===== src/rtl/scoreboard_pkg.sv =====
// Shared types and constants for the N-wide in-order issue scoreboard.
package scoreboard_pkg;

    localparam int FWD_NONE     = 0;
    localparam int LOAD_LAT_DEF = 2;
    localparam int ALU_LAT_DEF  = 1;
    localparam int REG_MAX_W    = 8;

    // Register fields are sized for the widest supported register file and zero-extended.
    typedef struct packed {
        logic [REG_MAX_W-1:0] rs1;
        logic [REG_MAX_W-1:0] rs2;
        logic [REG_MAX_W-1:0] rd;
        logic                 wb;
        logic                 load;
        logic                 use_rs2;
    } slot_t;

    function automatic int fwd_sel_w(input int issue_w);
        return $clog2(issue_w) + 1;
    endfunction

endpackage


===== src/rtl/sb_reg_counter.sv =====
// Per-register pending-write countdown: load overrides decrement, async clear on reset.
module sb_reg_counter #(
    parameter int CNT_W = 3
) (
    input  logic             clk,
    input  logic             rst_n,
    input  logic             set,
    input  logic [CNT_W-1:0] set_val,
    output logic [CNT_W-1:0] count
);

    always_ff @(posedge clk or negedge rst_n) begin
        if (!rst_n) begin
            count <= '0;
        end else if (set) begin
            count <= set_val;
        end else if (count != '0) begin
            count <= count - CNT_W'(1);
        end
    end

endmodule


===== src/rtl/issue_scoreboard.sv =====
// N-wide in-order issue scoreboard with intra-group forwarding selects.
// Optional stall perf counter built only when SB_PERF_EN is defined.
module issue_scoreboard
    import scoreboard_pkg::*;
#(
    parameter int ISSUE_W  = 2,
    parameter int NUM_REGS = 32,
    parameter int REG_W    = 5,
    parameter int LOAD_LAT = LOAD_LAT_DEF,
    parameter int ALU_LAT  = ALU_LAT_DEF,
    parameter int CNT_W    = 3
) (
    input  logic                                  clk,
    input  logic                                  rst_n,
    input  logic [ISSUE_W-1:0]                    in_valid,
    input  logic [ISSUE_W*REG_W-1:0]              in_rs1,
    input  logic [ISSUE_W*REG_W-1:0]              in_rs2,
    input  logic [ISSUE_W*REG_W-1:0]              in_rd,
    input  logic [ISSUE_W-1:0]                    in_wb,
    input  logic [ISSUE_W-1:0]                    in_load,
    input  logic [ISSUE_W-1:0]                    in_use_rs2,
    input  logic                                  flush,
    output logic [ISSUE_W-1:0]                    issue_mask,
    output logic [ISSUE_W*($clog2(ISSUE_W)+1)-1:0] fwd_src1,
    output logic [ISSUE_W*($clog2(ISSUE_W)+1)-1:0] fwd_src2,
    output logic [31:0]                           stall_cycles
);

    localparam int FW       = fwd_sel_w(ISSUE_W);
    localparam int NREG_IDX = 1 << REG_W;
    localparam logic [CNT_W-1:0] LOAD_SET = CNT_W'(LOAD_LAT - 1);
    localparam logic [CNT_W-1:0] ALU_SET  = CNT_W'(ALU_LAT - 1);

    slot_t               slot [ISSUE_W];
    logic [NREG_IDX-1:0] blocked;
    logic [ISSUE_W-1:0]  eligible;
    logic [ISSUE_W-1:0]  wr_en;
    logic [FW-1:0]       src1_sel [ISSUE_W];
    logic [FW-1:0]       src2_sel [ISSUE_W];
    logic                chain;

    always_comb begin
        for (int i = 0; i < ISSUE_W; i++) begin
            slot[i].rs1     = REG_MAX_W'(in_rs1[i*REG_W +: REG_W]);
            slot[i].rs2     = REG_MAX_W'(in_rs2[i*REG_W +: REG_W]);
            slot[i].rd      = REG_MAX_W'(in_rd[i*REG_W +: REG_W]);
            slot[i].wb      = in_wb[i];
            slot[i].load    = in_load[i];
            slot[i].use_rs2 = in_use_rs2[i];
        end
    end

    // Scan older slots in age order so the youngest matching producer wins the forward select.
    always_comb begin
        for (int i = 0; i < ISSUE_W; i++) begin
            eligible[i] = in_valid[i]
                        & ~blocked[slot[i].rs1[REG_W-1:0]]
                        & ~(slot[i].use_rs2 & blocked[slot[i].rs2[REG_W-1:0]]);
            src1_sel[i] = FW'(FWD_NONE);
            src2_sel[i] = FW'(FWD_NONE);
            for (int j = 0; j < i; j++) begin
                if (slot[j].wb && slot[j].rd != '0) begin
                    if (slot[j].rd == slot[i].rs1) begin
                        src1_sel[i] = FW'(j + 1);
                        if (slot[j].load) eligible[i] = 1'b0;
                    end
                    if (slot[i].use_rs2 && slot[j].rd == slot[i].rs2) begin
                        src2_sel[i] = FW'(j + 1);
                        if (slot[j].load) eligible[i] = 1'b0;
                    end
                end
            end
        end
    end

    always_comb begin
        chain = rst_n & ~flush;
        for (int i = 0; i < ISSUE_W; i++) begin
            issue_mask[i] = chain & eligible[i];
            chain         = issue_mask[i];
        end
    end

    always_comb begin
        fwd_src1 = '0;
        fwd_src2 = '0;
        for (int i = 0; i < ISSUE_W; i++) begin
            wr_en[i] = issue_mask[i] & slot[i].wb & (slot[i].rd != '0);
            if (issue_mask[i]) begin
                fwd_src1[i*FW +: FW] = src1_sel[i];
                fwd_src2[i*FW +: FW] = src2_sel[i];
            end
        end
    end

    // Index space is padded to a power of two; x0 and out-of-range indices are never pending.
    for (genvar r = 0; r < NREG_IDX; r++) begin : g_reg
        if (r == 0 || r >= NUM_REGS) begin : g_none
            assign blocked[r] = 1'b0;
        end else begin : g_cnt
            logic             set;
            logic [CNT_W-1:0] set_val;
            logic [CNT_W-1:0] count;

            always_comb begin
                set     = 1'b0;
                set_val = ALU_SET;
                for (int i = 0; i < ISSUE_W; i++) begin
                    if (wr_en[i] && slot[i].rd == REG_MAX_W'(r)) begin
                        set     = 1'b1;
                        set_val = slot[i].load ? LOAD_SET : ALU_SET;
                    end
                end
            end

            sb_reg_counter #(
                .CNT_W (CNT_W)
            ) u_cnt (
                .clk     (clk),
                .rst_n   (rst_n),
                .set     (set),
                .set_val (set_val),
                .count   (count)
            );

            assign blocked[r] = |count;
        end
    end

`ifdef SB_PERF_EN
    logic [31:0] stall_q;

    always_ff @(posedge clk or negedge rst_n) begin
        if (!rst_n) begin
            stall_q <= '0;
        end else if (!flush && in_valid[0] && !issue_mask[0] && stall_q != 32'hFFFF_FFFF) begin
            stall_q <= stall_q + 32'd1;
        end
    end

    assign stall_cycles = stall_q;
`else
    assign stall_cycles = '0;
`endif

endmodule


===== config.mk =====
export PLATFORM = sky130hd
export DESIGN_NAME = issue_scoreboard
export DESIGN_NICKNAME = d
export VERILOG_FILES = /design/src/rtl/scoreboard_pkg.sv /design/src/rtl/sb_reg_counter.sv /design/src/rtl/issue_scoreboard.sv
export SDC_FILE = /design/constraint.sdc
export NUM_CORES = 1
export LEC_CHECK = 0
export CAP_MARGIN = 0
export CORE_MARGIN = 1
export CORE_UTILIZATION = 25
export DETAILED_ROUTE_END_ITERATION = 16
export DONT_BUFFER_PORTS = 1
export GPL_TIMING_DRIVEN = 0
export HOLD_SLACK_MARGIN = 0.06
export PLACE_DENSITY = 0.47
export SYNTH_ARGS = -nofsm -noshare
export SYNTH_HDL_FRONTEND = slang
export SYNTH_SLANG_ARGS = --single-unit
export TNS_END_PERCENT = 50

===== constraint.sdc =====
create_clock -name clk -period 5.5 [get_ports clk]
set_input_delay 1.65 -clock clk [delete_from_list [all_inputs] [get_ports clk]]
set_output_delay 1.65 -clock clk [all_outputs]
set_load 0.02 [all_outputs]

==> metrics.md, run 1 <==
| Metric | Value |
|---|---|
| Routed met2 length | 10300 microns |
| Total die area | 34200 sq um |
| Library cell used as clock root buffer | sky130_fd_sc_hd__clkbuf_16 |
| Highest metal used | met4 |
| Synthesis-stage register bit count | 93 |
| Total half-perimeter wirelength after legalization and detailed placement | 18300 microns |
| Power share of the clock group | 15.6% |
| CTS hold repair buffers | 0 |
| Filler Cell Count | 3477 |
| Inserted Clock Buffers | 9 |
| Sequential cell area fraction in the yosys report | 27.8% |
| Max-cap violations | 0 |
| Syn-to-layout area delta | 12.9% |
| Final weighted congestion of routability-driven global placement | 0.874 |
| Count of standard-cell rows | 66 |
| Count of boundary I/O pins | 83 |
| Number of setup violations in the final report | 0 |
| Min-Delay Path Class | reg2reg |
| Effective utilization at floorplan | 25.6% |
| Worst Reg2Reg Path Length in Cells | 13 |
| Number of unique standard cell types used by synthesis | 71 |
| Cell Count, Final, Fillers Out | 1356 |
| Net total in the final layout | 1011 |
| Top library cells by usage in the layout, fill and taps aside | sky130_fd_sc_hd__mux2i_1 (95), sky130_fd_sc_hd__dfrtp_1 (93), sky130_fd_sc_hd__nor2_1 (91) |
| Beginning of the critical path | in_rs1[0] |
| Antenna violations before repair | 3 |
| CP cell instances | buf_2, inv_4, mux4_2, and3_1, nor4_4, nor4_4, buf_4, nand3_4, buf_6, inv_1, buf_4 |
| Ratio of cells with drive above 1 in the final layout | 19.2% |
| Total global-route track usage | 14.4% |
| Via Count | 6169 |
| Average wire length per cell after detail routing | 17.2 microns |
| Sw power | 0.00177 W |
| Number of buffers on the longest clock path | 2 |
| Cell area after synthesis | 8360 sq um |
| Pre-CTS worst setup slack | -0.583 ns |
| Register with the most flip-flops | g.g_cnt.u_cnt.count |
| Mean number of vias per cell | 4.55 |
| Final setup margin | 0.120 ns |
| Most common library cell in the layout ignoring fill and taps | sky130_fd_sc_hd__mux2i_1 |
| Largest stage delay on the critical path | 0.52 ns |
| Horizontal extent of the die | 185 microns |
| RR Startpoint | g_reg[20].g_cnt.u_cnt.count[0] |
| R2r setup slk | 1.95 ns |
| Count of mapped cells out of synthesis | 857 |
| Number of warning messages in the yosys log | 0 |
| Leak Pwr | 4.06 nW |
| Critical path's slowest cell | sky130_fd_sc_hd__mux4_2 |
| Wire length of the first global-routing pass | 36300 microns |
| Number of global-route vias before repair | 6081 |
| Internal power contribution | 0.00264 W |
| Maximum resistive drop on vdd | 0.160 mV |
| Cell count of the worst hold path | 2 |
| Worst hold endpoint | g_reg[13].g_cnt.u_cnt.count[1] |
| Top Registers | g.g_cnt.u_cnt.count x93 |
| Final Util | 28.9% |
| Number of DRC violations after detailed routing | 0 |
| Launch instance of the worst min-delay path | g_reg[13].g_cnt.u_cnt.count[1] |
| Layout Skew | 0.0134 ns |
| Post-layout total power | 0.00442 W |
| Run status | completed |
| Post-Synthesis Mean Instance Area | 9.76 sq um |
| Endpoint required time on the critical path | 3.85 ns |
| Type of destination of the critical path | primary output |
| Core box area | 32700 sq um |
| Number of synthesized flops with an enable pin | 0 |
| Largest net degree at the start of global routing | 95 |
| Arrival @ worst endpoint | 3.73 ns |
| Clock Pin Slew Worst Setup and Hold Paths | 0.07 ns |
| Flip-flop count of the largest register, all copies and words added | 93 |
| CTS tree | built |
| Combinational fraction of design power | 55.2% |
| First drt pass iteration count | 5 |
| Max-slew violation count | 0 |
| Worst slew margin | 28.9% |
| Type of the worst setup path | in2out |
| Power share of the sequential group | 29.1% |
| Crit path launch type | input port |
| Final hold slack | 0.568 ns |
| DR WL met3 | 1300 microns |
| Metal-1 WL | 10900 microns |
| Fraction of registers with async set or reset after synthesis | 100% |
| Number of H-tree levels | 3 |
| Iteration-0 DRC Markers | 453 |
| Routed wire length | 23300 microns |
| Number of port buffers | 0 |
| Maximum fanout count along the critical path | 10 |
| Pwr/cell area | 468 nW/um^2 |
| Switching power share of the total | 40.2% |
| Dominant synthesized flop cell | sky130_fd_sc_hd__dfrtp_1 |
| Achievable Freq | 0.186 GHz |
| Minimum period implied by the final worst setup slack | 5.38 ns |
| Clock insertion delay at the later pin of the skew report | 0.36 ns |
| Number of nets with antenna violations after routing | 0 |
| Final count of hold timing violations | 0 |
| Number of sinks driven by the clock tree | 93 |
| # placed instances | 1336 |
| Overall die height | 185 microns |
| R2r endpoint | g_reg[8].g_cnt.u_cnt.count[0] |
| Final cycle utilization of the critical path | 97.8% |
| Setup repair after global routing missed its margin | false |
| Global route total overflow | 0 |
| Transition time at the pin with the least slew margin | 1.06 ns |
## cell families after synthesis
logic type	synth area share (%)
AND/OR/NAND/NOR	24.0
buffers and inverters	9.71
flip-flops	27.8
adder cells (fa/ha/maj)	9.28
other	0.0449
AO/OA/AOI/OAI	5.66
multiplexers	19.2
XOR/XNOR	4.30
## area by class of cell
cell class	instances	area [sq um]	share of cell area [%]
Tap cell	442	553	5.86
Inverter	77	292	3.09
Multi-Input combinational cell	646	5400	57.2
Timing Repair Buffer	3	22.5	0.239
Buffer	78	526	5.57
Clock inverter	4	72.6	0.769
Clock buffer	11	243	2.57
Antenna cell	2	5.00	0.0530
Sequential cell	93	2330	24.6
## metal layers
metal	track usage, %	up-vias
li1	-	3035
met1	19.2	2953
met2	22.5	146
met3	3.09	35
met4	5.62	0
met5	0	-
## metrics by stage
stage	instance area [sq um]	setup TNS, ns
finish	9440	0
global route	9440	0
CTS	9420	0
detailed placement	9050	-1.20
global placement	9050	-1.23
floorplan	8500	0
## power by group through the flow
stage	clock network [W]	logic, W	registers [W]
floorplan	0	0.00200	0.00126
global placement	0	0.00240	0.00129
detailed placement	0	0.00244	0.00130
CTS	0.000712	0.00246	0.00129
global route	0.000734	0.00280	0.00134
finish	0.000690	0.00244	0.00129
## synthesized netlist by cell type, drive strengths merged, types with 15 or more instances
cell / number / share of area, %
nand2: 15 / 0.67
nor3: 64 / 3.9
dfrtp: 93 / 28
nor2b: 25 / 2.2
a21oi: 35 / 2.1
mux4: 25 / 6.9
nor4: 18 / 3.8
mux2i: 95 / 11
xnor2: 34 / 3.6
nand3: 17 / 1.3
nor2: 92 / 4.2
clkbuf: 16 / 0.73
ha: 62 / 9.3
buf: 62 / 5.5
inv: 75 / 3.4
## worst max-delay path, delay by kind of cell
family,cells,cell delay (ns)
muxes,1,0.52
and+or+nand+nor,4,0.69
buffers and inverters,6,0.85
## worst max-delay path by stage
| stage | endpoint | slack [ns] | cells past startpoint |
|---|---|---|---|
| finish | issue_mask[1] | 0.12 | 11 |
| global route | issue_mask[1] | 0.02 | 11 |
| CTS | fwd_src1[2] | 0.08 | 9 |
| detailed placement | fwd_src1[2] | -0.58 | 9 |
| global placement | fwd_src1[2] | -0.59 | 9 |
| floorplan | fwd_src1[2] | 0.11 | 9 |
## timing repair
item	in CTS	in global routing
pin swaps	3	2
setup buffers	2	1
setup endpoints to repair	3	2
resized for setup	5	8
endpoints found under the hold margin	0	0
Note: power is estimated with default switching activity, not from simulation.
==> run 2, diff against run 1 <==
Settings changed: PLACE_DENSITY 0.47 to 0.35, SYNTH_HIERARCHICAL from default to 1.
==> run 2 against run 1 <==
Clock skew is 0.0035 ns higher. Worst setup slack worse by 0.067 ns. Clock power hardly changed. Highest routed layer is now met5. Sequential power is 20% higher. Largest power group unchanged. Sequential share of layout area is 4.6 points lower. Largest cell class unchanged. Via count is 43% higher.
==> metrics.md, run 2 <==
| Metric | Value |
|---|---|
| Effective utilization at floorplan | 25.3% (-0.25 points) |
| Aggregate negative setup slack | 0 ns (unchanged) |
| Antenna violations before repair | 1 (-2) |
| Leak Pwr | 4.72 nW (+16%) |
| Cell Count, Final, Fillers Out | 1784 (+32%) |
| Achievable Freq | 0.184 GHz (-1.2%) |
| Type of the worst setup path | in2out |
| Arrival @ worst endpoint | 3.80 ns (+0.07 ns) |
| Total die area | 41000 sq um (+20%) |
| Run status | completed |
| Design area | 11600 sq um (+23%) |
| Clock Pin Slew Worst Setup and Hold Paths | 0.08 ns (about the same) |
| CP cell instances | buf_2, buf_6, nor4_4, a211oi_1, o41ai_1, nor2_1, a211o_4, nor3_4, buf_4, buf_4 |
| Via Count | 8797 (+43%) |
| Routed wire length | 34600 microns (+49%) |
| Number of nets with antenna violations after routing | 0 (unchanged) |
| Register with the most flip-flops | g.g_cnt.u_cnt/count |
| Layout Skew | 0.0170 ns (+0.00354 ns) |
| Cell with the most instances after synthesis | sky130_fd_sc_hd__inv_1 |
| Final antenna diode count | 0 (-2) |
| R2r endpoint | g_reg[13].g_cnt.u_cnt/count[0] |
| Max-slew violation count | 0 (unchanged) |
| Wire length of the first global-routing pass | 52800 microns (+45%) |
| Pwr/cell area | 381 nW/um^2 (-18%) |
| Setup repair after global routing missed its margin | false |
| Worst Reg2Reg Path Length in Cells | 12 (-1) |
| Transition time at the pin with the least slew margin | 1.19 ns (+0.129 ns) |
| Maximum resistive drop on vdd | 0.132 mV (-18%) |
| Number of H-tree levels | 3 (unchanged) |
| Worst slew margin | 20.3% (-8.6 points) |
| Count of mapped cells out of synthesis | 1139 (+33%) |
| Final weighted congestion of routability-driven global placement | 0.813 (-6.9%) |
| Count of boundary I/O pins | 83 (unchanged) |
| Final count of hold timing violations | 0 (unchanged) |
| Fraction of registers with async set or reset after synthesis | 100% (unchanged) |
| Launch instance of the worst min-delay path | g_reg[26].g_cnt.u_cnt/count[2] |
| Yosys top cell area share | 23.2% (-4.6 points) |
| Min-Delay Path Class | reg2reg |
| Total global-route track usage | 17.1% (+2.7 points) |
| Library cell used as clock root buffer | sky130_fd_sc_hd__clkbuf_16 |
| First drt pass iteration count | 5 (unchanged) |
| CTS tree | built |
| Number of synthesized flops with an enable pin | 0 (unchanged) |
| Cell count of the worst hold path | 2 (unchanged) |
| # placed instances | 1763 (+32%) |
| Horizontal extent of the die | 202 microns (+9.5%) |
| Flip-flop count of the largest register, all copies and words added | 93 (unchanged) |
| Sequential cell area fraction in the yosys report | 23.2% (-4.6 points) |
| Worst hold endpoint | g_reg[26].g_cnt.u_cnt/count[2] |
| Count of standard-cell rows | 73 (+11%) |
| Number of setup violations in the final report | 0 (unchanged) |
| Dominant synthesized flop cell | sky130_fd_sc_hd__dfrtp_1 |
| Minimum period implied by the final worst setup slack | 5.45 ns (+0.0670 ns) |
| Cell family with the largest share of critical-path delay | compound AO/OA/AOI/OAI gates |
| Filler Cell Count | 4332 (+25%) |
| Ratio of cells with drive above 1 in the final layout | 14.1% (-5.1 points) |
| Endpoint required time on the critical path | 3.85 ns (about the same) |
| Buffers plus inverters on the worst setup path | 4 (-2) |
| Number of warning messages in the yosys log | 6 (+6) |
| Overall die height | 202 microns (+9.5%) |
| Cell area after synthesis | 10000 sq um (+20%) |
| Final cycle utilization of the critical path | 99.0% (+1.2 points) |
| Iteration-0 DRC Markers | 524 (+16%) |
| Net total in the final layout | 1357 (+34%) |
| Number of sinks driven by the clock tree | 93 (unchanged) |
| Core box area | 39600 sq um (+21%) |
| Critical path's slowest cell | sky130_fd_sc_hd__o41ai_1 |
| Max-cap violations | 0 (unchanged) |
| Global route total overflow | 0 (unchanged) |
| Synthesis-stage register bit count | 93 (unchanged) |
| Number of unique standard cell types used by synthesis | 70 (-1.4%) |
| R2r setup slk | 1.44 ns (-0.51 ns) |
| Number of buffers on the longest clock path | 2 (unchanged) |
| Total placed instance area | 11100 sq um (+22%) |
| Number of DRC violations after detailed routing | 0 (unchanged) |
| RR Startpoint | g_reg[2].g_cnt.u_cnt/count[2] |
| Top Registers | g.g_cnt.u_cnt/count x93 |
| Syn-to-layout area delta | 15.6% |
| Leading post-synthesis cells by instance count | sky130_fd_sc_hd__inv_1 (131), sky130_fd_sc_hd__nor2b_1 (101), sky130_fd_sc_hd__dfrtp_1 (93), sky130_fd_sc_hd__nand2b_1 (65), sky130_fd_sc_hd__nor4b_1 (63) |
| Crit path launch type | input port |
| Top library cells by usage in the layout, fill and taps aside | sky130_fd_sc_hd__inv_1 (131), sky130_fd_sc_hd__nor2b_1 (101), sky130_fd_sc_hd__conb_1 (100) |
| Clock insertion delay at the later pin of the skew report | 0.38 ns (+0.02 ns) |
| Total half-perimeter wirelength after legalization and detailed placement | 27300 microns (+49%) |
| Maximum fanout count along the critical path | 10 (unchanged) |
| Largest area contributor in the synthesized netlist | sky130_fd_sc_hd__dfrtp_1 |
| Average wire length per cell after detail routing | 19.4 microns (+13%) |
| Inserted Clock Buffers | 9 (unchanged) |
| Largest stage delay on the critical path | 0.38 ns (-0.14 ns) |
| Cells taking the most area after synthesis | sky130_fd_sc_hd__dfrtp_1 (23%), sky130_fd_sc_hd__ha_1 (7.7%), sky130_fd_sc_hd__nor2b_1 (6.3%) |
| Post-Synthesis Mean Instance Area | 8.81 sq um (-9.7%) |
| Most prevalent standard cell on the critical path | sky130_fd_sc_hd__buf_4 |
| Largest net degree at the start of global routing | 95 (unchanged) |
| Number of global-route vias before repair | 8364 (+38%) |
| Type of destination of the critical path | primary output |
| Mean number of vias per cell | 4.93 (+8.4%) |
| Number of port buffers | 0 (unchanged) |
| Most common library cell in the layout ignoring fill and taps | sky130_fd_sc_hd__inv_1 |
## run 2: cell types whose count changed after synthesis, sizes merged, moves of 54 or more
cell    delta
mux2i     -85
nor2b     +76
nor2      -70
inv       +58
nand2b    +54
nor4b     +54
## run 2: area by class of cell
cell class / count / area [sq um] / share of cell area, %
Multi-Input combinational cell: 922 / 7160 / 61.7
Timing Repair Buffer: 6 / 45.0 / 0.388
Buffer: 89 / 606 / 5.22
Inverter: 133 / 499 / 4.30
Clock inverter: 7 / 81.3 / 0.701
Tap cell: 525 / 657 / 5.66
Clock buffer: 9 / 225 / 1.94
Sequential cell: 93 / 2330 / 20.1
## run 2: per-layer routing
metal | up-vias | wire length [microns] | share of wire [%] | GRT usage [%]
li1 | 4333 | - | - | -
met1 | 4236 | 16400 | 47 | 23.1
met2 | 191 | 15900 | 46 | 27.1
met3 | 35 | 1570 | 4.5 | 3.43
met4 | 2 | 774 | 2.2 | 5.53
met5 | - | 13 | 0.038 | 0
## run 2: logic make-up (layout without fill, tap and decap cells)
kind of cell	count (synthesis)	after routing	synth area share, %
xor+xnor	10	10	0.873
other cells	1	100	0.0374
mux	50	50	6.16
buf+inv	223	244	10.7
simple gates	510	510	36.1
fa+ha+maj	62	62	7.73
compound gates	190	190	15.2
flops	93	93	23.2
## run 2: stage by stage
step / utilization [%] / power, W / setup slack [ns] / hold slack, ns
after global placement: 27.9 / 0.00369 / -0.933 / 0.619
after floorplan: - / 0.00308 / 0.264 / 0.580
after global routing: 29.3 / 0.00484 / 0.00199 / 0.659
after CTS: 29.1 / 0.00447 / 0.0303 / 0.635
final: 29.3 / 0.00442 / 0.0534 / 0.629
after detailed placement: 27.9 / 0.00369 / -0.869 / 0.618
## run 2: timing repair
item,in CTS,in global routing
setup endpoints to repair,4,4
setup buffers,2,4
pin swaps,5,5
hold buffers,0,0
hold endpoints to repair,0,0
resized for setup,36,19
cloned,0,0
## run 2: worst max-delay path by stage
stage                     startpoint             to  slack (ns)  depth (start not counted)
after floorplan            in_rs1[6]    fwd_src1[2]        0.26                          9
after global placement      in_rd[3]    fwd_src2[2]       -0.93                         10
after detailed placement    in_rd[3]    fwd_src1[2]       -0.87                         10
after CTS                  in_rs2[1]  issue_mask[0]        0.03                         10
after global routing       in_rs1[6]  issue_mask[1]       0.002                         10
final                      in_rs1[6]  issue_mask[1]        0.05                         10
## run 2: tightest hold or removal path: cells and delay by family (launching register included)
kind	cells	cell delay, ns
AOI/OAI and AO/OA	1	0.08
DFF	1	0.43
and+or+nand+nor	1	0.09
## run 2: where the power goes
part	total [W]	internal, W	leakage, nW	switching [W]
Clock	0.000687	0.000360	0.152	0.000326
Combinational	0.00219	0.00105	3.47	0.00114
Sequential	0.00155	0.00106	1.10	0.000490
==> edit, RTL diff (flow settings as in run 2) <==
The parameter `REG_W` goes from 5 to 4.
--- a/src/rtl/issue_scoreboard.sv
+++ b/src/rtl/issue_scoreboard.sv
@@ -5,7 +5,7 @@
 #(
     parameter int ISSUE_W  = 2,
     parameter int NUM_REGS = 32,
-    parameter int REG_W    = 5,
+    parameter int REG_W    = 4,
     parameter int LOAD_LAT = LOAD_LAT_DEF,
     parameter int ALU_LAT  = ALU_LAT_DEF,
     parameter int CNT_W    = 3
Ports: changed (resized in_rd, in_rs1 and in_rs2); port bits go from 83 to 77. No check against the original RTL was run, so the function may have changed too.
==> edit against run 2 <==
Design area down 52%. Clock power down 55%. Sequential share of layout area about the same. Wire length down 57%. Synthesized cell count down 50%. Sequential cell count down 48. Setup slack better by 0.12 ns. Fmax up 2.2%. Non-clock buffer count down 35. Core utilization up 0.78 points. Area after synthesis down 53%. Worst hold slack better by 0.0017 ns. Power down 53%.
==> edit: results <==
metrics = {
    "status": {
        "status": "complete, no violations",
    },
    "cts": {
        "clk_pin_slew_ns": 0.07,
        "clkLatencyLatePin_ns": 0.30,
        "root_buffer": "clkbuf_16",
        "clockBufferDepth": 2,
        "cts_made_buffers": 5,
        "h-tree-depth": 2,
    },
    "sta": {
        "tightest_slew_ns": 0.949,
        "whs_ns": 0.631,
        "finalClockSkew_ns": 0.00513,
    },
    "logic_synthesis": {
        "synth_ff_type": "dfrtp_1",
        "synth.top_cell.area_share_pct": 23.6,
        "yosysSeqAreaShare_pct": 23.6,
        "yosys-top-cells-area": "dfrtp_1 (24%), ha_1 (7.9%), nor2b_1 (6.3%)",
        "synth_common_cells": "inv_1 (71), nor2b_1 (48), dfrtp_1 (45), buf_4 (39), nand2b_1 (34)",
        "ys_types": 56,
        "synthArstFlopShare_pct": 100,
    },
    "pwr": {
        "irDropWorstVdd_v": 0.000132,
        "p_leak_uw": 0.00234,
    },
    "hold_path": {
        "min_path_cells": 2,
        "holdPathEnd": "g_reg[3].g_cnt.u_cnt/count[2]",
        "holdCritStartpoint": "g_reg[3].g_cnt.u_cnt/count[2]",
    },
    "finish": {
        "nNetsFinal": 716,
        "drive_gt1_share_pct": 13.5,
        "filler_cell_count": 1998,
        "antenna_cells": 0,
        "top_regs": "g.g_cnt.u_cnt/count x45",
    },
    "global_route": {
        "grt_util_all_layers_pct": 15.2,
        "grt_pass1_wl_um": 22900,
        "grt_pass1_vias": 4176,
        "grt_max_degree": 47,
        "antenna_found_initial": 0,
    },
    "route": {
        "dr.pass1.iters": 5,
        "wl_um": 14800,
        "via_per_inst": 4.87,
        "drt_iter0_drc": 307,
    },
    "placement": {
        "pre_cts_ws_ns": -0.553,
        "port_buffers": 0,
        "dp_hpwl_um": 11600,
        "place.gp.congestion": 0.814,
    },
    "worst_setup_path": {
        "crit_fanout": 10,
        "r2r_setup_slack_ns": 1.72,
        "cp-startpoint": "in_rs2[1]",
        "arrival_ns": 3.68,
        "rr_startpoint": "g_reg[6].g_cnt.u_cnt/count[1]",
        "rr_endpoint": "g_reg[12].g_cnt.u_cnt/count[1]",
        "reg2regPathDepth": 9,
        "cp_top_family": "simple AND/OR/NAND/NOR gates",
        "slowest_stage": "nor4b_4",
    },
}
edit: worst max path at each step:
stage                        endpoint  slack [ns]  depth (start not counted)
after floorplan           fwd_src2[2]        0.04                          8
after global placement    fwd_src2[2]       -0.58                          8
after detailed placement  fwd_src2[2]       -0.55                          8
after CTS                 fwd_src1[2]      -0.008                          9
after global routing      fwd_src1[2]        0.04                          9
final                     fwd_src1[2]        0.17                          9
edit: metrics by stage:
step | instances | util [%] | instance area, um2
4_1_cts | 879 | 29.6 | 5540
2_1_floorplan | 633 | - | 5020
3_5_place_dp | 867 | 28.4 | 5310
3_3_place_gp | 867 | 28.4 | 5310
5_1_grt | 886 | 30.0 | 5620
6_report | 886 | 30.0 | 5620
edit: logic make-up (layout without fill, tap and decap cells):
logic type,count (synthesis),in the layout,share of synthesized area (%)
compound gates,106,106,16.7
mux,17,17,4.10
buf+inv,120,139,12.9
xor+xnor,8,8,1.47
other cells,1,68,0.0787
simple gates,239,239,33.2
flops,45,45,23.6
fa+ha+maj,30,30,7.88
edit: what timing repair did:
action	CTS	global route
hold endpoints to repair	0	0
setup buffers	4	7
gates resized for setup	11	4
endpoints found under the setup margin	2	3
pin swaps	7	8
edit: power breakdown:
group	internal [uW]	leakage [uW]	switching (uW)
Clock	170	0.0000652	138
Combinational	512	0.00174	511
Sequential	512	0.000530	251
Total	1190	0.00234	900
edit: layout make-up:
type	count	area (um2)	area share, %
plain buffers	49	350	6.23
clock buffers	8	136	2.43
inverters	71	267	4.74
multi-input cells	468	3360	59.9
flip-flops and latches	45	1130	20.0
well taps	234	293	5.21
repair buffers	11	82.6	1.47
edit: routing by layer:
layer	up-vias	global-route usage [%]	wire [um]
met5	-	0	0
met4	0	3.99	131
met3	11	3.56	779
met2	92	26.5	7220
met1	2058	18.7	6630
li1	2156	-	-
